`src/rtl/fifo_stream_drain.sv`:
```
// ============================================================================
// Module   : fifo_stream_drain
// Purpose  : Drains a registered-output FIFO into a valid/ready stream with
//            per-packet last framing, using a 2-entry skid buffer.
// Revision : 1.0 - initial release
// ============================================================================
`default_nettype none

module fifo_stream_drain #(
  parameter int DATA_WIDTH = 8,
  parameter int PKT_LEN    = 4
) (
  input  logic                  clk,
  input  logic                  rstn,
  input  logic                  fifo_empty,
  output logic                  fifo_rd_en,
  input  logic [DATA_WIDTH-1:0] fifo_data,
  output logic                  m_valid,
  input  logic                  m_ready,
  output logic [DATA_WIDTH-1:0] m_data,
  output logic                  m_last
);

  localparam int CNT_W = (PKT_LEN > 1) ? $clog2(PKT_LEN) : 1;
  localparam logic [CNT_W-1:0] LAST_BEAT = CNT_W'(PKT_LEN - 1);

  logic [DATA_WIDTH-1:0] buf_mem [2];
  logic                  head;
  logic                  tail;
  logic [1:0]            occ;
  logic                  inflight;
  logic [CNT_W-1:0]      cnt;

  logic                  pop;
  logic [2:0]            level;

  assign pop = m_valid & m_ready;

  // Words already committed to the buffer after this cycle's pop; a new read
  // is only safe while that leaves a free slot for the returning word.
  assign level      = {1'b0, occ} + {2'b00, inflight} - {2'b00, pop};
  assign fifo_rd_en = rstn & ~fifo_empty & (level < 3'd2);

  assign m_valid = (occ != 2'd0);
  assign m_data  = buf_mem[head];
  assign m_last  = m_valid & (cnt == LAST_BEAT);

  always_ff @(posedge clk) begin
    if (!rstn) begin
      buf_mem[0] <= '0;
      buf_mem[1] <= '0;
      head       <= 1'b0;
      tail       <= 1'b0;
      occ        <= 2'd0;
      inflight   <= 1'b0;
      cnt        <= '0;
    end else begin
      inflight <= fifo_rd_en;
      if (inflight) begin
        buf_mem[tail] <= fifo_data;
        tail          <= ~tail;
      end
      if (pop) begin
        head <= ~head;
        cnt  <= (cnt == LAST_BEAT) ? '0 : cnt + 1'b1;
      end
      occ <= occ + {1'b0, inflight} - {1'b0, pop};
    end
  end

`ifndef SYNTHESIS
  always_ff @(posedge clk) begin
    if (rstn) begin
      assert ({1'b0, occ} + {2'b00, inflight} <= 3'd2);
    end
  end
`endif

endmodule

`default_nettype wire

```
`config.mk`:
```
export PLATFORM = sky130hd
export DESIGN_NAME = fifo_stream_drain
export DESIGN_NICKNAME = d
export VERILOG_FILES = /design/src/rtl/fifo_stream_drain.sv
export SDC_FILE = /design/constraint.sdc
export NUM_CORES = 1
export LEC_CHECK = 0
export ABC_AREA = 1
export CAP_MARGIN = 40
export CORE_AREA = 2 2 56 58
export DETAILED_ROUTE_END_ITERATION = 16
export DIE_AREA = 0 0 58 60
export PLACE_DENSITY = 0.61
export SLEW_MARGIN = 20
export SYNTH_ARGS = -nofsm -noshare
export SYNTH_HDL_FRONTEND = slang
export SYNTH_SLANG_ARGS = --single-unit
```
`constraint.sdc`:
```
create_clock -name clk -period 1.7 [get_ports clk]
set_input_delay 0.17 -clock clk [delete_from_list [all_inputs] [get_ports clk]]
set_output_delay 0.17 -clock clk [all_outputs]
set_load 0.01 [all_outputs]
```
==> results of run 1 <==
-- power groups by stage --
stage	Clock, mW	Combinational (mW)	Sequential [mW]
final	0.292	0.824	0.804
after CTS	0.314	0.839	0.806
after floorplan	0	0.468	0.815
after global routing	0.328	0.917	0.815
after detailed placement	0	0.814	0.817
after global placement	0	0.801	0.812
-- layer usage --
layer | GRT usage [%] | share of wire [%] | up-vias
met5 | 0 | 0 | -
met4 | 4.983 | 0.68 | 0
met3 | 2.814 | 5.5 | 2
met2 | 23.54 | 50 | 16
met1 | 12.60 | 44 | 346
li1 | - | - | 406
-- how the worst max path moves through the flow --
stage	end	slack, ns	cells after the start
final	fifo_rd_en	-0.50	8
after global placement	fifo_rd_en	-0.90	9
after detailed placement	fifo_rd_en	-0.93	9
after global routing	fifo_rd_en	-0.61	9
after CTS	fifo_rd_en	-0.54	8
after floorplan	fifo_rd_en	-0.12	7
-- registers in the layout, summed over array words and instances (netlist names), named ones only --
register,flops
tail,1
head,1
buf_mem,16
cnt,2
occ,2
inflight,1
-- tightest hold or removal path, cell delays in order --
cell	delay [ns]
clkdlybuf4s50_1	0.44
nand2_2	0.11
nor3_2	0.04
-- cells by family after synthesis --
kind of cell	Yosys count
xor gates and xnor gates	1
DFF	24
muxes	8
AOI/OAI and AO/OA	1
adders and majority gates	4
and+or+nand+nor	46
buffers and inverters	21
-- cells in the final DEF (no fill, tap or decap), types with 2 or more instances in the layout --
cell	n
buf_4	11
clkbuf_4	3
clkdlybuf4s50_1	11
dfxtp_1	4
dfxtp_2	4
dlygate4sd2_1	10
edfxtp_1	16
ha_4	2
inv_1	18
mux2_2	8
nand2_1	9
nand2_2	3
nand3_1	2
nor2_1	25
nor2_4	2
nor3_2	2
-- metrics by stage --
step	setup WS, ns	setup TNS (ns)	power, mW	instances	util [%]
after floorplan	-0.1214	-0.1214	1.283	105	-
after detailed placement	-0.9307	-1.533	1.631	169	50.39
after global placement	-0.9022	-1.444	1.614	169	50.39
final	-0.4999	-0.6307	1.920	174	52.33
after global routing	-0.6067	-0.8729	2.061	174	52.33
after CTS	-0.5376	-0.6972	1.960	174	52.33
-- repair_timing --
action / CTS / global route
hold buffers: 0 / 0
endpoints found under the hold margin: 0 / 0
gates resized for setup: 20 / 0
pin swaps: 5 / 1
setup endpoints to repair: 13 / 3
buffers inserted: 1 / 0
-- area by class of cell --
class | count | area, µm²
Clock buffer | 4 | 36.28
Fill cell | 269 | 1384
Inverter | 19 | 71.32
Multi-Input combinational cell | 60 | 419.2
Sequential cell | 24 | 645.6
Tap cell | 33 | 41.29
Timing Repair Buffer | 34 | 305.3
==> reports/metrics.cfg, run 1 <==
[status]
status=finished, violations left
violations=negative setup slack

[sta]
tightest_slew_ns=0.3821
relSlewSlack_pct=74.46
fin_crit_sh_pct=129.4
setup_ws_ns=-0.4999
finClkSkew_ns=0.003886
period_minus_slack_ns=2.200
fmax_ghz=0.4546
final-setup-viol-count=3
fin_hold_ws_ns=0.4909
final-hold-violation-count=0
finalMaxSlewViolations=0
rsz0062_at_grt=yes

[clock_tree]
cts_sinks=24
clk_latency_ns=0.30
clk_pin_slew_ns=0.13
cts_buffers=3
cts_buffer_depth=2
cts_root_buffer=clkbuf_4
cts-htree-levels=1
cts_tree=yes

[setup_path]
cp.arrival_ns=2.03
critPathLaunch=occ[0]$_SDFF_PN0_
cp_slowest_cell=fa_2
path_cells=nor2_4, nor2_4, ha_4, inv_2, ha_4, fa_2, nor3_2, buf_2
crit_path_end_kind=output pin
r2r_cells=9
cp.required_ns=1.53
cp_max_fo=2
rrSetupSlack_ns=-0.07
startpoint_type=flip-flop
crit_type=flip-flop to output pin
r2r_end=occ[1]$_SDFF_PN0_
critical_path.top_delay_family=adder cells
slowest_delay_ns=0.43
r2r_start=occ[0]$_SDFF_PN0_
crit_buf_inv=2

[synthesis]
yosys.area_share.adder_pct=5.215
yosys-top-cells-area=edfxtp_1 (44%), dfxtp_1 (15%), nor2_1 (8.5%)
yosysWarnings=0
synth_commonest_cells=nor2_1 (25), inv_1 (19), edfxtp_1 (16), nand2_1 (9)
synth-seq-cells=24
yosysTopAreaCellShare_pct=43.54
synth_largest_area_cell=edfxtp_1
syn_area_um2=1104
synth_cell_type_count=18
ys_seq_area_share_pct=58.05
avgSynthCellArea_um2=10.51
synthFlopType=edfxtp_1
synth_compound_area_share_pct=0.4535
muxShareOfSynthArea_pct=8.163
synth-edff-count=16
synth_top_family_by_area=simple AND/OR/NAND/NOR gates
synth_xor_area_share_pct=0.7937
synthArstFlopShare_pct=0
synthSimpleGateAreaFrac_pct=18.82
syn_inst=105
yosysMostFrequentCell=nor2_1
syn_nets=121

[grt]
grt_pass1_vias=780
overflow=0
grt.total_usage_pct=12.20
antenna_found_initial=0
grt_pass1_wl_um=3160
grt_max_degree=14

[cells_and_area]
area_growth_syn_to_layout_pct=37.64
n_antenna_cell=0
nets=158
final_area_um2=1519
drive_gt1_share_pct=30.50

[hold_path]
min_to=inflight$_SDFF_PN0_
hold_class=input port to flip-flop
hp-start=rstn
hold_path_depth=3

[drt]
drt_iter0_drc=7
drt-vias-per-instance=4.425
wl_um=1915
drtAntennaViolNets=0
wl_per_cell_um=11.01
drtPass1Iterations=2
drc=0
via_count=770

[pwr]
switchingPower_uw=602.8
p_seq_share_pct=41.9
ir_worst_vdd_mv=0.8057
pwr-share-clk_pct=15.2
leakagePower_nw=0.6978
comb_power_share_pct=42.9
p_int_mw=1.317
power-per-cell-area_nw_per_um2=1264
switching_share_pct=31.39

[place]
portBuffers=22
hpwl_um=1385
placed_area_um2=1463
place_congestion=0.6939

[floorplanning]
die_area_um2=3480
die_y_um=60
initial_core_util_pct=38.02
ios=23
coreArea_um2=2903
die_w_um=58
fp-row-count=20

[job]
cap_violations=0

(Power assumes the default switching activity.)
==> inputs of run 2 (changes only) <==
==> constraint.sdc (replaced) <==
create_clock -name clk -period 2 [get_ports clk]
set_input_delay 0.2 -clock clk [delete_from_list [all_inputs] [get_ports clk]]
set_output_delay 0.2 -clock clk [all_outputs]
set_load 0.01 [all_outputs]
==> run 2 against run 1 <==
Against the previous run:
- the flow still finishes with violations (negative setup slack)
- sequential cell count is the same
- highest routed layer unchanged
- critical path type unchanged
- clock power shrank 27%
- routed wire length grew 2.4%
- setup slack gained 0.20 ns
- critical path depth is the same
- combinational power shrank 11%
- core utilization shrank 0.56 points
- final cell count is the same
- largest power group unchanged
- global-route usage grew 0.86 points
- non-clock buffer count is the same
- via count grew 3.8%
==> reports/metrics.cfg, run 2 (synthesized netlist as in run 1, its figures left out) <==
[setup_path]
cp_max_fo=3  ; was 2
crit_path_end_kind=output pin  ; unchanged
cp.required_ns=1.80  ; was 1.53 ns
startpoint_type=flip-flop  ; unchanged
r2r_start=occ[1]$_SDFF_PN0_  ; was occ[0]$_SDFF_PN0_
r2r_cells=7  ; was 9
r2r_end=inflight$_SDFF_PN0_  ; was occ[1]$_SDFF_PN0_
cp.arrival_ns=2.10  ; was 2.03 ns
rrSetupSlack_ns=0.25  ; was -0.07 ns
crit_type=flip-flop to output pin  ; unchanged

[cells_and_area]
reg_top3=buf_mem x16, cnt x2, occ x2  ; unchanged
drive_gt1_share_pct=28.37  ; was 30.50%
fillers=285  ; was 269
area_growth_syn_to_layout_pct=36.17  ; was 37.64%
layout_common_cells=nor2_1 (25), clkdlybuf4s50_1 (21), inv_1 (18), edfxtp_1 (16), buf_4 (12)  ; was nor2_1 (25), inv_1 (18), edfxtp_1 (16), clkdlybuf4s50_1 (11), buf_4 (11)
fin_cells=174  ; unchanged
largest_register_ffs=16  ; unchanged
regMostFlops=buf_mem  ; unchanged
nets=158  ; unchanged
final_common_cell=nor2_1  ; unchanged
n_antenna_cell=0  ; unchanged

[grt]
grt.total_usage_pct=13.07  ; was 12.20%
overflow=0  ; unchanged
antenna_found_initial=0  ; unchanged
grt_pass1_vias=788  ; was 780
grt_max_degree=14  ; unchanged
grt_pass1_wl_um=3353  ; was 3160 µm

[sta]
rsz0062_at_grt=yes  ; unchanged
fin_hold_ws_ns=0.5015  ; was 0.4909 ns
finClkSkew_ns=0.003927  ; was 0.003886 ns
final-hold-violation-count=0  ; unchanged
fmax_ghz=0.4343
tightest_slew_ns=0.3939  ; was 0.3821 ns
relSlewSlack_pct=73.68  ; was 74.46%
period_minus_slack_ns=2.303
setup_ws_ns=-0.3028  ; was -0.4999 ns
finalMaxSlewViolations=0  ; unchanged
fin_crit_sh_pct=115.1
final-setup-viol-count=1  ; was 3
timing.setup.tns_ns=-0.3028  ; was -0.6307 ns

[pwr]
p_seq_share_pct=42.5  ; was 41.9%
ir_worst_vdd_mv=0.7118  ; was 0.8057 mV
pwr-share-clk_pct=13.0  ; was 15.2%
power-per-cell-area_nw_per_um2=1090  ; was 1264 nW/µm²
p_int_mw=1.122  ; was 1.317 mW
switchingPower_uw=516.5  ; was 602.8 µW
p_total_mw=1.638  ; was 1.920 mW
comb_power_share_pct=44.5  ; was 42.9%
leakagePower_nw=0.6570  ; was 0.6978 nW
switching_share_pct=31.53  ; was 31.39%

[floorplanning]
die_w_um=58  ; unchanged
die_area_um2=3480  ; unchanged
coreArea_um2=2903  ; unchanged
fp-row-count=20  ; unchanged
die_y_um=60  ; unchanged
ios=23  ; unchanged
initial_core_util_pct=38.02  ; unchanged

[clock_tree]
cts_sinks=24  ; unchanged
clk_latency_ns=0.31  ; was 0.30 ns
clk_pin_slew_ns=0.12  ; was 0.13 ns
cts_root_buffer=clkbuf_4  ; unchanged
cts_buffers=3  ; unchanged
cts-htree-levels=1  ; unchanged
cts_buffer_depth=2  ; unchanged
cts_hold_buf=0  ; unchanged
cts_tree=yes  ; unchanged

[status]
status=finished, violations left  ; unchanged
violations=negative setup slack  ; unchanged

[hold_path]
hp-start=cnt[1]$_SDFFE_PN0P_  ; was rstn
min_to=cnt[1]$_SDFFE_PN0P_  ; was inflight$_SDFF_PN0_
hold_class=flip-flop to flip-flop  ; was input port to flip-flop
hold_path_depth=2  ; was 3

[place]
place_congestion=0.7203  ; was 0.6939
hpwl_um=1404  ; was 1385 µm
place_inst=169  ; unchanged
portBuffers=22  ; unchanged

[drt]
drtAntennaViolNets=0  ; unchanged
wl_per_cell_um=11.27  ; was 11.01 µm
drt-vias-per-instance=4.592  ; was 4.425
drt_iter0_drc=4  ; was 7
drtPass1Iterations=4  ; was 2
drc=0  ; unchanged
wl_um=1961  ; was 1915 µm
via_count=799  ; was 770

[job]
cap_violations=0  ; unchanged

-- run 2: changes by cell type in the layout (fill, tap and decap cells not counted), sizes merged --
| cell | change |
|---|---|
| clkdlybuf4s50 | +10 |
| dlygate4sd2 | -10 |
-- run 2: per-stage QoR --
stage	cell area [µm²]	utilization, %	setup WS, ns
floorplan	1104	-	0.009562
CTS	1480	50.99	-0.3359
global route	1503	51.77	-0.4045
finish	1503	51.77	-0.3028
global placement	1425	49.09	-0.6691
detailed placement	1425	49.09	-0.7258
-- run 2: power by group through the flow --
stage / logic, mW / clock network, mW / registers, mW
final: 0.730 / 0.212 / 0.696
after global routing: 0.813 / 0.244 / 0.708
after CTS: 0.698 / 0.227 / 0.699
after detailed placement: 0.637 / 0 / 0.698
after global placement: 0.624 / 0 / 0.693
after floorplan: 0.358 / 0 / 0.680
-- run 2: repair_timing --
| action | 4_1_cts | 5_1_grt |
|---|---|---|
| buffers inserted | 1 | 0 |
| gates resized for setup | 12 | 3 |
| endpoints found under the setup margin | 3 | 1 |
| pin swaps | 2 | 6 |
-- run 2: how the worst max path moves through the flow --
stage / start / endpoint / slack [ns] / cells after the start
final: occ[1]$_SDFF_PN0_ / fifo_rd_en / -0.30 / 8
after global routing: occ[1]$_SDFF_PN0_ / fifo_rd_en / -0.40 / 8
after CTS: occ[0]$_SDFF_PN0_ / fifo_rd_en / -0.34 / 9
after detailed placement: m_ready / fifo_rd_en / -0.73 / 10
after global placement: m_ready / fifo_rd_en / -0.67 / 9
after floorplan: occ[1]$_SDFF_PN0_ / fifo_rd_en / 0.01 / 7
-- run 2: area by class of cell --
cell class | count | area [µm²] | area share [%]
Sequential cell | 24 | 644.4 | 42.88
Multi-Input combinational cell | 60 | 414.1 | 27.56
Timing Repair Buffer | 34 | 305.3 | 20.32
Inverter | 19 | 71.32 | 4.746
Tap cell | 33 | 41.29 | 2.748
Clock buffer | 4 | 26.28 | 1.749
-- run 2: layer usage --
metal	global-route usage (%)	up-vias	part of all wire, %
met4	7.641	0	2.1
met5	0	-	0
li1	-	401	-
met1	14.09	374	44
met2	23.38	19	49
met3	3.030	5	5.0
-- run 2: worst max-delay path, cell delays in order (launching register included) --
cell and delay (ns):
dfxtp_2 0.36, nor2_4 0.14, nor2_4 0.06, ha_4 0.25, inv_2 0.04, ha_4 0.15
fa_2 0.47, nor3_2 0.18, buf_2 0.15
